$ cat config.mk
export PLATFORM = sky130hd
export DESIGN_NAME = switch_event_classifier
export DESIGN_NICKNAME = d
export VERILOG_FILES = /design/src/rtl/switch_evt_pkg.sv /design/src/rtl/switch_event_classifier.sv
export SDC_FILE = /design/constraint.sdc
export NUM_CORES = 1
export LEC_CHECK = 0
export ABC_AREA = 0
export CAP_MARGIN = 20
export CORE_MARGIN = 2
export CORE_UTILIZATION = 58
export CTS_BUF_LIST = sky130_fd_sc_hd__clkbuf_4
export DETAILED_ROUTE_END_ITERATION = 8
export HOLD_SLACK_MARGIN = 0.08
export PLACE_DENSITY = 0.78
export SYNTH_ARGS = -nofsm -noshare
export SYNTH_HDL_FRONTEND = slang
export SYNTH_SLANG_ARGS = --single-unit
$ cat constraint.sdc
create_clock -name iClk -period 4.6 [get_ports iClk]
set_input_delay 1.38 -clock iClk [delete_from_list [all_inputs] [get_ports iClk]]
set_output_delay 1.38 -clock iClk [all_outputs]
set_load 0.1 [all_outputs]
$ cat src/rtl/switch_evt_pkg.sv
// Shared constants for the switch event classifier:
// event codes, FSM state encoding, counter width and default timings.
package switch_evt_pkg;

  localparam int CNT_W = 27;

  localparam int LONG_CNT_DEF   = 100_000_000;
  localparam int DCLICK_CNT_DEF = 30_000_000;

  typedef logic [2:0] evt_code_t;

  localparam evt_code_t EVT_NONE     = 3'd0;
  localparam evt_code_t EVT_SHORT    = 3'd1;
  localparam evt_code_t EVT_DOUBLE   = 3'd2;
  localparam evt_code_t EVT_LONG     = 3'd3;
  localparam evt_code_t EVT_LONG_REL = 3'd4;

  localparam logic [2:0] ST_IDLE   = 3'd0;
  localparam logic [2:0] ST_PRESS1 = 3'd1;
  localparam logic [2:0] ST_WAIT2  = 3'd2;
  localparam logic [2:0] ST_PRESS2 = 3'd3;
  localparam logic [2:0] ST_HOLD   = 3'd4;

endpackage

$ cat src/rtl/switch_event_classifier.sv
// Classifies debounced press/release pulses into SHORT, DOUBLE,
// LONG and LONG_RELEASE events behind a one-deep output register.
module switch_event_classifier
  import switch_evt_pkg::*;
#(
  parameter int LONG_CNT   = LONG_CNT_DEF,
  parameter int DCLICK_CNT = DCLICK_CNT_DEF
) (
  input  logic       iClk,
  input  logic       iRst,
  input  logic       iSwDown,
  input  logic       iSwUp,
  output logic       oEvtValid,
  output logic [2:0] oEvtCode,
  input  logic       iEvtReady,
  output logic       oHeld,
  output logic       oOvf,
  input  logic       iClrOvf
);

  localparam logic [CNT_W-1:0] LONG_LAST =
    CNT_W'(LONG_CNT - 1);
  localparam logic [CNT_W-1:0] DCLK_LAST =
    CNT_W'(DCLICK_CNT - 1);

  logic [2:0]       r_state;
  logic [2:0]       w_state_nxt;
  logic [CNT_W-1:0] r_cnt;

  logic             w_dn;
  logic             w_up;
  logic             w_long_to;
  logic             w_dclk_to;
  logic             w_counting;

  logic             w_emit_v;
  evt_code_t        w_emit_code;
  logic             r_emit_v;
  evt_code_t        r_emit_code;

  logic             r_evt_v;
  evt_code_t        r_evt_code;
  logic             r_held;
  logic             r_ovf;

  logic             w_load;
  logic             w_drop;

  // Simultaneous press and release cancel each other out.
  assign w_dn = iSwDown & ~iSwUp;
  assign w_up = iSwUp & ~iSwDown;

  assign w_long_to = (r_cnt == LONG_LAST);
  assign w_dclk_to = (r_cnt == DCLK_LAST);

  assign w_counting = (r_state == ST_PRESS1) |
                      (r_state == ST_WAIT2)  |
                      (r_state == ST_PRESS2);

  // Next-state and emission decode; input pulses win over timeouts.
  always_comb begin
    w_state_nxt = r_state;
    w_emit_v    = 1'b0;
    w_emit_code = EVT_NONE;
    case (r_state)
      ST_IDLE: begin
        if (w_dn) w_state_nxt = ST_PRESS1;
      end
      ST_PRESS1: begin
        if (w_up) begin
          w_state_nxt = ST_WAIT2;
        end else if (w_long_to) begin
          w_state_nxt = ST_HOLD;
          w_emit_v    = 1'b1;
          w_emit_code = EVT_LONG;
        end
      end
      ST_WAIT2: begin
        if (w_dn) begin
          w_state_nxt = ST_PRESS2;
        end else if (w_dclk_to) begin
          w_state_nxt = ST_IDLE;
          w_emit_v    = 1'b1;
          w_emit_code = EVT_SHORT;
        end
      end
      ST_PRESS2: begin
        if (w_up) begin
          w_state_nxt = ST_IDLE;
          w_emit_v    = 1'b1;
          w_emit_code = EVT_DOUBLE;
        end else if (w_long_to) begin
          w_state_nxt = ST_HOLD;
          w_emit_v    = 1'b1;
          w_emit_code = EVT_LONG;
        end
      end
      ST_HOLD: begin
        if (w_up) begin
          w_state_nxt = ST_IDLE;
          w_emit_v    = 1'b1;
          w_emit_code = EVT_LONG_REL;
        end
      end
      default: w_state_nxt = ST_IDLE;
    endcase
  end

  // State register.
  always_ff @(posedge iClk or posedge iRst) begin
    if (iRst) r_state <= ST_IDLE;
    else      r_state <= w_state_nxt;
  end

  // Cycle counter: cleared on every state entry, runs in timed states.
  always_ff @(posedge iClk or posedge iRst) begin
    if (iRst) begin
      r_cnt <= '0;
    end else if (w_state_nxt != r_state) begin
      r_cnt <= '0;
    end else if (w_counting) begin
      r_cnt <= r_cnt + 1'b1;
    end
  end

  // Emission staging register; gives the one-cycle emit latency.
  always_ff @(posedge iClk or posedge iRst) begin
    if (iRst) begin
      r_emit_v    <= 1'b0;
      r_emit_code <= EVT_NONE;
    end else begin
      r_emit_v    <= w_emit_v;
      r_emit_code <= w_emit_code;
    end
  end

  assign w_load = r_emit_v & (~r_evt_v | iEvtReady);
  assign w_drop = r_emit_v & r_evt_v & ~iEvtReady;

  // One-deep output register with back-to-back transfer.
  always_ff @(posedge iClk or posedge iRst) begin
    if (iRst) begin
      r_evt_v    <= 1'b0;
      r_evt_code <= EVT_NONE;
    end else if (w_load) begin
      r_evt_v    <= 1'b1;
      r_evt_code <= r_emit_code;
    end else if (r_evt_v & iEvtReady) begin
      r_evt_v    <= 1'b0;
      r_evt_code <= EVT_NONE;
    end
  end

  // Sticky overflow; a drop in the clear cycle keeps it set.
  always_ff @(posedge iClk or posedge iRst) begin
    if (iRst)         r_ovf <= 1'b0;
    else if (w_drop)  r_ovf <= 1'b1;
    else if (iClrOvf) r_ovf <= 1'b0;
  end

  // Held flag trails the HOLD state by one cycle, aligned with events.
  always_ff @(posedge iClk or posedge iRst) begin
    if (iRst) r_held <= 1'b0;
    else      r_held <= (r_state == ST_HOLD);
  end

  assign oEvtValid = r_evt_v;
  assign oEvtCode  = r_evt_code;
  assign oHeld     = r_held;
  assign oOvf      = r_ovf;

endmodule
After elaboration in Yosys (flattened, before gate mapping)
Index checks and enable logic that the tools add are counted.
W data, S select, Z words.
{ "totals": {"word_cells": 63, "reg_bits": 40, "out_inout_bits": 6} }
{ "classes": {"mux": 30, "add_sub_neg": 1, "n_eq_ne": 7, "reduce_logical": 4, "n_bitwise": 13} }
{ "ops": {"columns": ["op", "count"], "rows": [
  ["$mux W27", 2],
  ["$mux W3", 10],
  ["$add A27 B1 Y27 const B", 1],
  ["$eq A27 B25 Y1 const B", 1],
  ["$eq A27 B27 Y1 const B", 1],
  ["$pmux W3 S5", 1],
  ["$mux W1", 12],
  ["$pmux W3 S4", 1],
  ["$and A1 B1 Y1", 6],
  ["$eq A3 B2 Y1 const B", 2],
  ["$mux W2", 3],
  ["$reduce_bool A2 Y1", 3],
  ["$not A1 Y1", 4],
  ["$pmux W1 S4", 1],
  ["$eq A3 B1 Y1 const B", 1],
  ["$eq A3 B3 Y1 const B", 1],
  ["$logic_not A3 Y1", 1],
  ["$ne A3 B3 Y1", 1],
  ["$or A1 B1 Y1", 3]
]} }

Depth between registers and ports, before layout
Gate-level depths: netlist (run 1).
{ "depth": {"word_depth": 6, "ltp_mapped": 9, "mapped_depth_nobuf": 6} }

Worst setup path before layout (run 1)
No wires, ideal clock.
{ "synth_path": {"path_type": "input -> register", "from": "input iSwDown", "to": "register r_cnt[10]", "arrival_time_ns": 2.435, "cell_stages": 7, "slack_ns": 2.079, "setup_ns": 0.086, "t_required_ns": 4.514, "cell_sequence": "or2b_2 nand4_1 o31ai_1 o211a_1 buf_6 buf_12 nor3_1"} }
{ "synth_between": {"elab_chain_len": 6} }
{ "synth_lines": {"columns": ["item", "line", "source"], "rows": [
  ["start, declared", "switch_event_classifier.sv:11", "input logic iSwDown,"],
  ["$not A1 Y1", "switch_event_classifier.sv:51", "assign w_up = iSwUp & ~iSwDown;"],
  ["$and A1 B1 Y1", "switch_event_classifier.sv:51", null],
  ["$mux W3 (on tied branches)", "switch_event_classifier.sv:99, switch_event_classifier.sv:88, switch_event_classifier.sv:70", null],
  ["$pmux W3 S5 (*)", "switch_event_classifier.sv:65", "case (r_state)"],
  ["$ne A3 B3 Y1 (*)", "switch_event_classifier.sv:119", "end else if (w_state_nxt != r_state) begin"],
  ["$mux W27 or $reduce_bool A2 Y1 (tied branches)", null, null],
  ["end signal, assigned", "switch_event_classifier.sv:122", "r_cnt <= r_cnt + 1'b1;"],
  ["end, declared", "switch_event_classifier.sv:28", "logic [CNT_W-1:0] r_cnt;"]
]} }
Mark *: on every way between the ends. The rest lies on a longest branch, timed or not.
A chain may end at the register's enable or synchronous reset.

Worst setup path after layout (run 1)
{ "layout_path": {"from": "register r_evt_v, in the netlist oEvtValid", "to": "output oEvtValid"} }
{ "layout_lines": {"columns": ["item", "line", "source"], "rows": [
  ["start, declared", "switch_event_classifier.sv:41", "logic r_evt_v;"],
  ["start signal, assigned", "switch_event_classifier.sv:143", "r_evt_v <= 1'b0;"],
  ["start signal, assigned", "switch_event_classifier.sv:146", "r_evt_v <= 1'b1;"],
  ["start signal, assigned", "switch_event_classifier.sv:149", "r_evt_v <= 1'b0;"],
  ["end, declared", "switch_event_classifier.sv:13", "output logic oEvtValid,"]
]} }
No word-level cell between the ends.

==> results.ini, run 1 <==
[final_layout]
final_nets=237
fin_util_pct=63.0
antennaDiodeCount=0
postLayoutCellArea_um2=2320
num-fill-cells=326
drive_gt1_share_pct=8.23
area_delta_synth_final_pct=3.51

[setup_path]
required_ns=3.22
crit_chain=clkdlybuf4s50_1
reg2reg_from=r_cnt[11]
crit_arrival_ns=1.91
crit_cells=1
crit_buf_inv=1
startpoint_type=flop
critPathMaxStageDelay_ns=1.15
crit_type=flop to primary output
critPathMaxFanout=5
slowest_stage=clkdlybuf4s50_1
reg2reg_slack_ns=1.86
cpLargestDelayFamily=buffers and inverters
r2r_cells=5
reg2reg_to=r_cnt[13]
end_kind=primary output

[yosys]
synthDominantCellAreaShare_pct=44.6
ys_seq_area_share_pct=44.6
syn_area_per_cell_um2=10.0
netlist_area_um2=2240
syn_nets=231
synth-edff-count=0
yosysUniqueCellTypes=49
yosys.area.top_type=dfrtp_1
synth_area_leaders=dfrtp_1, nor3_1, xor2_1
ys.flop_type=dfrtp_1
ys_warn_count=0
synthArstFlopShare_pct=100
synth_cells=224
ys_ff_latch=40

[timing]
max_slew.worst_pin.slew_ns=0.983
fin_crit_ns=3.29
clock.fmax_mhz=304
max-slew-margin-rel_pct=34.4
setup_viol=0
rsz0062_at_grt=false
finalCritPeriodShare_pct=71.6
fin_skew_ns=0.0106
hold_violations=0
slew_violations=0
tns_ns=0

[floorplan]
rows=22
core_area_um2=3690
die_w_um=66.2
initial_core_util_pct=60.8
die_area_um2=4380
ios=12
fp.dieH_um=66.2

[pwr]
switchingPower_uw=290
seqPwrFrac_pct=52.4
leakagePower_uw=0.000934
p_int_uw=493
power.share.clock_pct=21.6
pwr-share-comb_pct=26.0
vdd_drop_max_uv=239
finalPower_uw=783
powerDensity_nw_per_um2=337
p_sw_share_pct=37.1

[drt]
drc=0
via_per_inst=5.96
vias=1662
wl_per_cell_um=14.8
wl_um=4120
drt_iter0_drc=111
antenna_left=0
dr.pass1.iters=4

[placement]
dp_hpwl_um=2820
io_buffers=11
placed_area_um2=2270
gp_congestion=0.847

[global_routing]
antenna_found_initial=0
grt_pass1_vias=1587
grt_pass1_wl_um=7220
overflow=0
grtUsageTotal_pct=21.8
grt_max_degree=28

[min_path]
hp-start=oEvtCode[0]
hold_class=flop to flop
worstHoldEndpoint=oEvtCode[0]
min_path_cells=2

[clock_tree]
clockBufferDepth=2
clk_pin_slew_worst_paths_ns=0.12
cts_setup_buffers=0
worst_skew_pair.late_latency_ns=0.35
cts_resized=0
clock-root-buffer=clkbuf_4
h-tree-depth=2
clock-sinks=40
cts_buffers=5
hold_buffers=0
cts_tree=built

[job]
drv_cap=0

[run_status]
run_status=completed

[state kept, by name, summed over array words and instances (netlist names)]
signal,cells
oEvtValid,1
oHeld,1
oOvf,1
r_cnt,27
r_emit_code,3
oEvtCode,3
r_emit_v,1
r_state,3
[layout make-up]
type                    instances  area, um2  area share [%]
multi-input cells             166       1070            46.2
clock buffers                   5       37.5            1.62
repair buffers                 13        123            5.28
well taps                      48       60.1            2.59
clock inverters                 3       13.8           0.593
inverters                       4       15.0           0.647
flip-flops and latches         40       1000            43.1
[cell usage in the layout (no fill, tap or decap), types with 2 or more instances in the layout]
cell type,netlist,final
nor3_1,33,33
xnor2_1,11,11
clkbuf_4,0,5
or2b_2,2,2
nand4bb_1,2,2
clkinv_2,0,2
inv_1,4,4
a32oi_1,3,3
o21ai_0,5,5
dfrtp_1,40,40
nor2b_1,3,3
xor2_1,15,15
nand2_1,17,17
clkdlybuf4s50_1,0,11
a21oi_1,3,3
nor4_1,6,6
nand4_1,14,14
and2_1,2,2
nand3_1,9,9
nor2_1,9,9
and3_1,4,4
mux2i_1,4,4
[power by group through the flow]
stage | sequential, uW | clock (uW) | combinational (uW)
after floorplan | 460 | 0 | 157
after global placement | 416 | 0 | 201
after detailed placement | 417 | 0 | 204
after CTS | 411 | 172 | 204
after global routing | 416 | 190 | 222
final | 410 | 169 | 204
[stage by stage]
step           std cells  setup WS (ns)  hold WS (ns)
2_1_floorplan        224           2.08         0.506
3_3_place_gp         270           1.18         0.496
3_5_place_dp         271           1.09         0.516
4_1_cts              279           1.29         0.543
5_1_grt              279           1.23         0.565
6_report             279           1.31         0.539
[routing by layer]
metal  share of wire [%]  GRT usage, %  vias up
met3                 5.1          6.81       12
met1                  47          28.7      782
li1                    -             -      822
met4                 2.1          7.14        0
met5                   0             0        -
met2                  46          34.3       46
[cell families after synthesis]
kind of cell,after synthesis,synth area share (%)
xor gates and xnor gates,26,10.2
adders and majority gates,1,0.558
and+or+nand+nor,114,28.4
DFF,40,44.6
muxes,4,1.78
AOI/OAI and AO/OA,21,6.86
buffers and inverters,18,7.58
[cells in the mapped netlist, drive strengths merged, types with 2 or more instances]
| master | number |
|---|---|
| nand3 | 9 |
| a21oi | 3 |
| clkbuf | 7 |
| and2 | 3 |
| buf | 6 |
| nor3 | 33 |
| nor4 | 7 |
| xor2 | 15 |
| or4 | 3 |
| nand4bb | 2 |
| o21ai | 5 |
| inv | 4 |
| or2b | 2 |
| xnor2 | 11 |
| nor2b | 3 |
| mux2i | 4 |
| a32oi | 3 |
| nor2 | 9 |
| dfrtp | 40 |
| nand2 | 17 |
| nand4 | 14 |
| and3 | 4 |
[worst max-delay path by stage]
| stage | startpoint | end | slack [ns] |
|---|---|---|---|
| after floorplan | iSwDown | r_cnt[10] | 2.08 |
| after global placement | iSwDown | r_cnt[0] | 1.18 |
| after detailed placement | iSwDown | r_cnt[13] | 1.09 |
| after CTS | oEvtValid | oEvtValid | 1.29 |
| after global routing | oEvtValid | oEvtValid | 1.23 |
| final | oEvtValid | oEvtValid | 1.31 |
Power figures use the tool's default switching activity.
==> run 2, diff against run 1 <==
--- a/config.mk
+++ b/config.mk
@@ -8,7 +8,7 @@
 export ABC_AREA = 0
 export CAP_MARGIN = 20
 export CORE_MARGIN = 2
-export CORE_UTILIZATION = 58
+export CORE_UTILIZATION = 56
 export CTS_BUF_LIST = sky130_fd_sc_hd__clkbuf_4
 export DETAILED_ROUTE_END_ITERATION = 8
 export HOLD_SLACK_MARGIN = 0.08
==> constraint.sdc (replaced) <==
create_clock -name iClk -period 2.9 [get_ports iClk]
set_input_delay 0.87 -clock iClk [delete_from_list [all_inputs] [get_ports iClk]]
set_output_delay 0.87 -clock iClk [all_outputs]
set_load 0.1 [all_outputs]
==> run 2 against run 1 <==
Clock skew is 0.0031 ns higher. Utilization decreased by 3.5 points. Register-to-register slack worse by 1.3 ns. Final cell count grew 1.1%. Cell area grew 0.16%. Sequential share of layout area decreased by 0.069 points. Count of clock-buffer cells in the layout is 1 higher. Sequential power rose by 59%. Setup slack got worse by 0.80 ns. Die area increased by 3.4%. Combinational power rose by 62%. Sequential cell count is the same. Largest cell class unchanged. Highest routed layer unchanged.
==> results.ini, run 2 (synthesis gave the netlist of run 1 again) <==
[final_layout]
drive_gt1_share_pct=11.6
regMostFlops=r_cnt
fin_util_pct=59.4
antennaDiodeCount=0
largest_register_ffs=27
layout_commonest_cell=dfrtp_1
final_nets=239
stdcell_count=282
area_delta_synth_final_pct=3.68
layout_common_cells=dfrtp_1, nor3_1, nand2_1

[timing]
slew_violations=0
fin_skew_ns=0.0136
hold_violations=0
max_slew.worst_pin.slew_ns=0.751
clock.fmax_mhz=418
finalCritPeriodShare_pct=82.4
max-slew-margin-rel_pct=49.5
setup_viol=0
fin_crit_ns=2.39
fin_hold_ws_ns=0.528
tns_ns=0
rsz0062_at_grt=false
setup_ws_ns=0.510

[clock_tree]
cts_buffers=5
cts_setup_buffers=0
cts_resized=0
h-tree-depth=2
clk_pin_slew_worst_paths_ns=0.11
hold_buffers=0
clockBufferDepth=2
clock-sinks=40
clock-root-buffer=clkbuf_4
worst_skew_pair.late_latency_ns=0.35
cts_tree=built

[global_routing]
grt_max_degree=41
grt_pass1_vias=1544
overflow=0
antenna_found_initial=0
grt_pass1_wl_um=7040
grtUsageTotal_pct=21.4

[min_path]
hold_class=flop to flop
min_path_cells=2

[setup_path]
crit_type=flop to flop
critPathMaxFanout=27
required_ns=3.12
startpoint_type=flop
crit_arrival_ns=2.61
end_kind=flop
r2r_cells=6

[placement]
dp_cells=275
place_ws_ns=0.257
dp_hpwl_um=2840
gp_congestion=0.837
io_buffers=11

[drt]
drc=0
drt_iter0_drc=78
antenna_left=0
vias=1669
via_per_inst=5.92
wl_um=4120
wl_per_cell_um=14.6
dr.pass1.iters=4

[floorplan]
rows=23
die_area_um2=4530
initial_core_util_pct=57.3
core_area_um2=3910
fp.dieH_um=67.3
ios=12
die_w_um=67.3

[pwr]
leakagePower_uw=0.000955
vdd_drop_max_uv=307
powerDensity_nw_per_um2=537

[job]
drv_cap=0

[run_status]
run_status=completed

-- run 2: cell count changes in the layout (fill, tap and decap cells not counted), sizes merged --
cell	change
buf	+8
clkdlybuf4s50	-6
clkinv	-2
clkbuf	+1
-- run 2: worst max-delay path, cell delays in order, from the launching register on --
cell,delay (ns)
dfrtp_1,0.45
or3_1,0.41
or4_4,0.56
o31ai_1,0.25
o211a_1,0.18
buf_4,0.29
nor3_1,0.12
-- run 2: final cells by class --
| cell class | count | area, um2 |
|---|---|---|
| Tap cell | 50 | 62.6 |
| Fill cell | 361 | 1590 |
| Sequential cell | 40 | 1000 |
| Multi-Input combinational cell | 166 | 1070 |
| Inverter | 4 | 15.0 |
| Clock buffer | 6 | 45.0 |
| Clock inverter | 1 | 5.00 |
| Timing Repair Buffer | 15 | 125 |
-- run 2: metal layers --
metal	vias up	track usage, %	part of all wire, %
met5	-	0	0
li1	827	-	-
met1	803	27.5	47
met4	0	11.2	2.6
met3	9	6.00	4.0
met2	30	32.9	46
-- run 2: power breakdown --
part	total [uW]	internal, uW	switching, uW
Combinational	330	101	229
Clock	268	98.7	169
Sequential	651	596	55.3
-- run 2: path summary, 6_finish.rpt --
path	startpoint	to	slack (ns)
min in group asynchronous	iRst	r_cnt[6]	0.93
max in group asynchronous	iRst	r_state[1]	1.64
hold / removal	oEvtCode[1]	oEvtCode[1]	0.53
setup / recovery	r_cnt[11]	r_cnt[2]	0.51
hold reg to reg	oEvtCode[1]	oEvtCode[1]	0.53
setup reg to reg	r_cnt[11]	r_cnt[2]	0.51
-- run 2: stage by stage --
stage	total power, uW	cell area [um2]
floorplan	977	2240
global placement	984	2280
detailed placement	992	2280
CTS	1260	2330
global route	1320	2330
finish	1250	2330
==> run 3, diff against run 2 <==
--- a/config.mk
+++ b/config.mk
@@ -8,7 +8,7 @@
 export ABC_AREA = 0
 export CAP_MARGIN = 20
 export CORE_MARGIN = 2
-export CORE_UTILIZATION = 56
+export CORE_UTILIZATION = 58
 export CTS_BUF_LIST = sky130_fd_sc_hd__clkbuf_4
 export DETAILED_ROUTE_END_ITERATION = 8
 export HOLD_SLACK_MARGIN = 0.08
==> constraint.sdc (replaced) <==
create_clock -name iClk -period 2.3 [get_ports iClk]
set_input_delay 0.69 -clock iClk [delete_from_list [all_inputs] [get_ports iClk]]
set_output_delay 0.69 -clock iClk [all_outputs]
set_load 0.1 [all_outputs]
==> run 3 against run 2 <==
Global-route usage increased by 0.98 points. Clock power grew 32%. Critical path depth is the same. Sequential cell count unchanged. Sequential share of layout area is 2.5 points lower. Via count increased by 4.4%. Count of clock-buffer cells in the layout up 1. Utilization up 7.6 points. Combinational power is 49% higher. Clock skew decreased by 0.0037 ns. Setup slack worse by 0.46 ns. Largest cell class unchanged.
==> results.ini, run 3 (synthesis gave the netlist of run 1 again) <==
[run_status]
run_status=completed

[pwr]
leakagePower_uw=0.00102
powerDensity_nw_per_um2=675
finalPower_uw=1670
vdd_drop_max_uv=589

[final_layout]
fin_util_pct=67.0
layout_commonest_cell=dfrtp_1
regMostFlops=r_cnt
layout_common_cells=dfrtp_1, nor3_1, nand2_1
largest_register_ffs=27
stdcell_count=291
antennaDiodeCount=0
final_nets=249
drive_gt1_share_pct=16.0
area_delta_synth_final_pct=10.2
postLayoutCellArea_um2=2470

[min_path]
worstHoldEndpoint=oEvtCode[0]
min_path_cells=2
hold_class=flop to flop
hp-start=oEvtCode[0]

[setup_path]
required_ns=2.54
startpoint_type=flop
slowest_stage=or4_4
reg2reg_from=r_cnt[11]
critPathMaxStageDelay_ns=0.58
reg2reg_to=r_cnt[5]
reg2reg_slack_ns=0.05
cpLargestDelayFamily=simple AND/OR/NAND/NOR gates
end_kind=flop
critPathMaxFanout=14
crit_chain=or3_1 > or4_4 > o31ai_4 > o211a_4 > buf_12 > nor3_1
crit_type=flop to flop
crit_arrival_ns=2.48
r2r_cells=6
crit_buf_inv=1

[global_routing]
grt_pass1_vias=1626
grtUsageTotal_pct=22.3
grt_max_degree=41
antenna_found_initial=0
overflow=0
grt_pass1_wl_um=7470

[placement]
gp_congestion=0.861
dp_hpwl_um=2910
place_ws_ns=-0.0921
io_buffers=11
dp_cells=281
placed_area_um2=2360

[floorplan]
ios=12
rows=22
die_w_um=66.2
initial_core_util_pct=60.8
die_area_um2=4380
fp.dieH_um=66.2
core_area_um2=3690

[clock_tree]
h-tree-depth=2
clk_pin_slew_worst_paths_ns=0.11
cts_tree=built
clock-sinks=40
cts_buffers=5
worst_skew_pair.late_latency_ns=0.35
hold_buffers=0
clock-root-buffer=clkbuf_4
cts_resized=0
cts_setup_buffers=0
clockBufferDepth=2

[job]
drv_cap=0

[timing]
hold_violations=0
max-slew-margin-rel_pct=67.8
setup_viol=0
finalCritPeriodShare_pct=97.6
max_slew.worst_pin.slew_ns=0.483
fin_crit_ns=2.25
setup_ws_ns=0.0544
slew_violations=0
clock.fmax_mhz=445
fin_skew_ns=0.00992

[drt]
vias=1742
via_per_inst=5.99
antenna_left=0
wl_per_cell_um=15.5
drt_iter0_drc=138
drc=0
wl_um=4500
dr.pass1.iters=5

run 3: metal layers:
layer | track usage (%) | wire [um]
met5 | 0 | 0
met2 | 37.5 | 2210
met4 | 6.12 | 27
met1 | 29.0 | 2060
met3 | 5.11 | 200
run 3: worst max path at each step:
stage               startpoint        end  slack (ns)  depth (start not counted)
global route         r_cnt[11]  r_cnt[17]      -0.009                          6
finish               r_cnt[11]   r_cnt[5]        0.05                          6
global placement       iSwDown   r_cnt[0]        0.02                          7
CTS                  r_cnt[11]   r_cnt[5]        0.03                          6
detailed placement     iSwDown   r_cnt[5]       -0.09                          7
floorplan            r_cnt[11]   r_cnt[8]        0.16                          7
run 3: final cells by class:
cell class	count	area, um2
flip-flops and latches	40	1000
fillers	309	1220
clock buffers	7	52.6
repair buffers	25	246
well taps	48	60.1
multi-input cells	166	1090
inverters	4	15.0
clock inverters	1	3.75
run 3: power breakdown:
| group | internal [uW] | switching [uW] | leakage (uW) |
|---|---|---|---|
| registers | 751 | 72.2 | 0.000552 |
| logic | 181 | 311 | 0.000434 |
| clock network | 141 | 212 | 0.0000338 |
| total | 1070 | 595 | 0.00102 |
run 3: worst reg2reg max path, cell delays in order, from the launching register on:
cell,delay [ns]
dfrtp_1,0.41
or3_1,0.39
or4_4,0.58
o31ai_4,0.28
o211a_4,0.26
buf_12,0.15
nor3_1,0.07
run 3: stage by stage:
step | hold WS, ns | setup TNS, ns
global placement | 0.502 | 0
global route | 0.552 | -0.0401
detailed placement | 0.509 | -0.689
CTS | 0.533 | 0
finish | 0.528 | 0
floorplan | 0.506 | 0
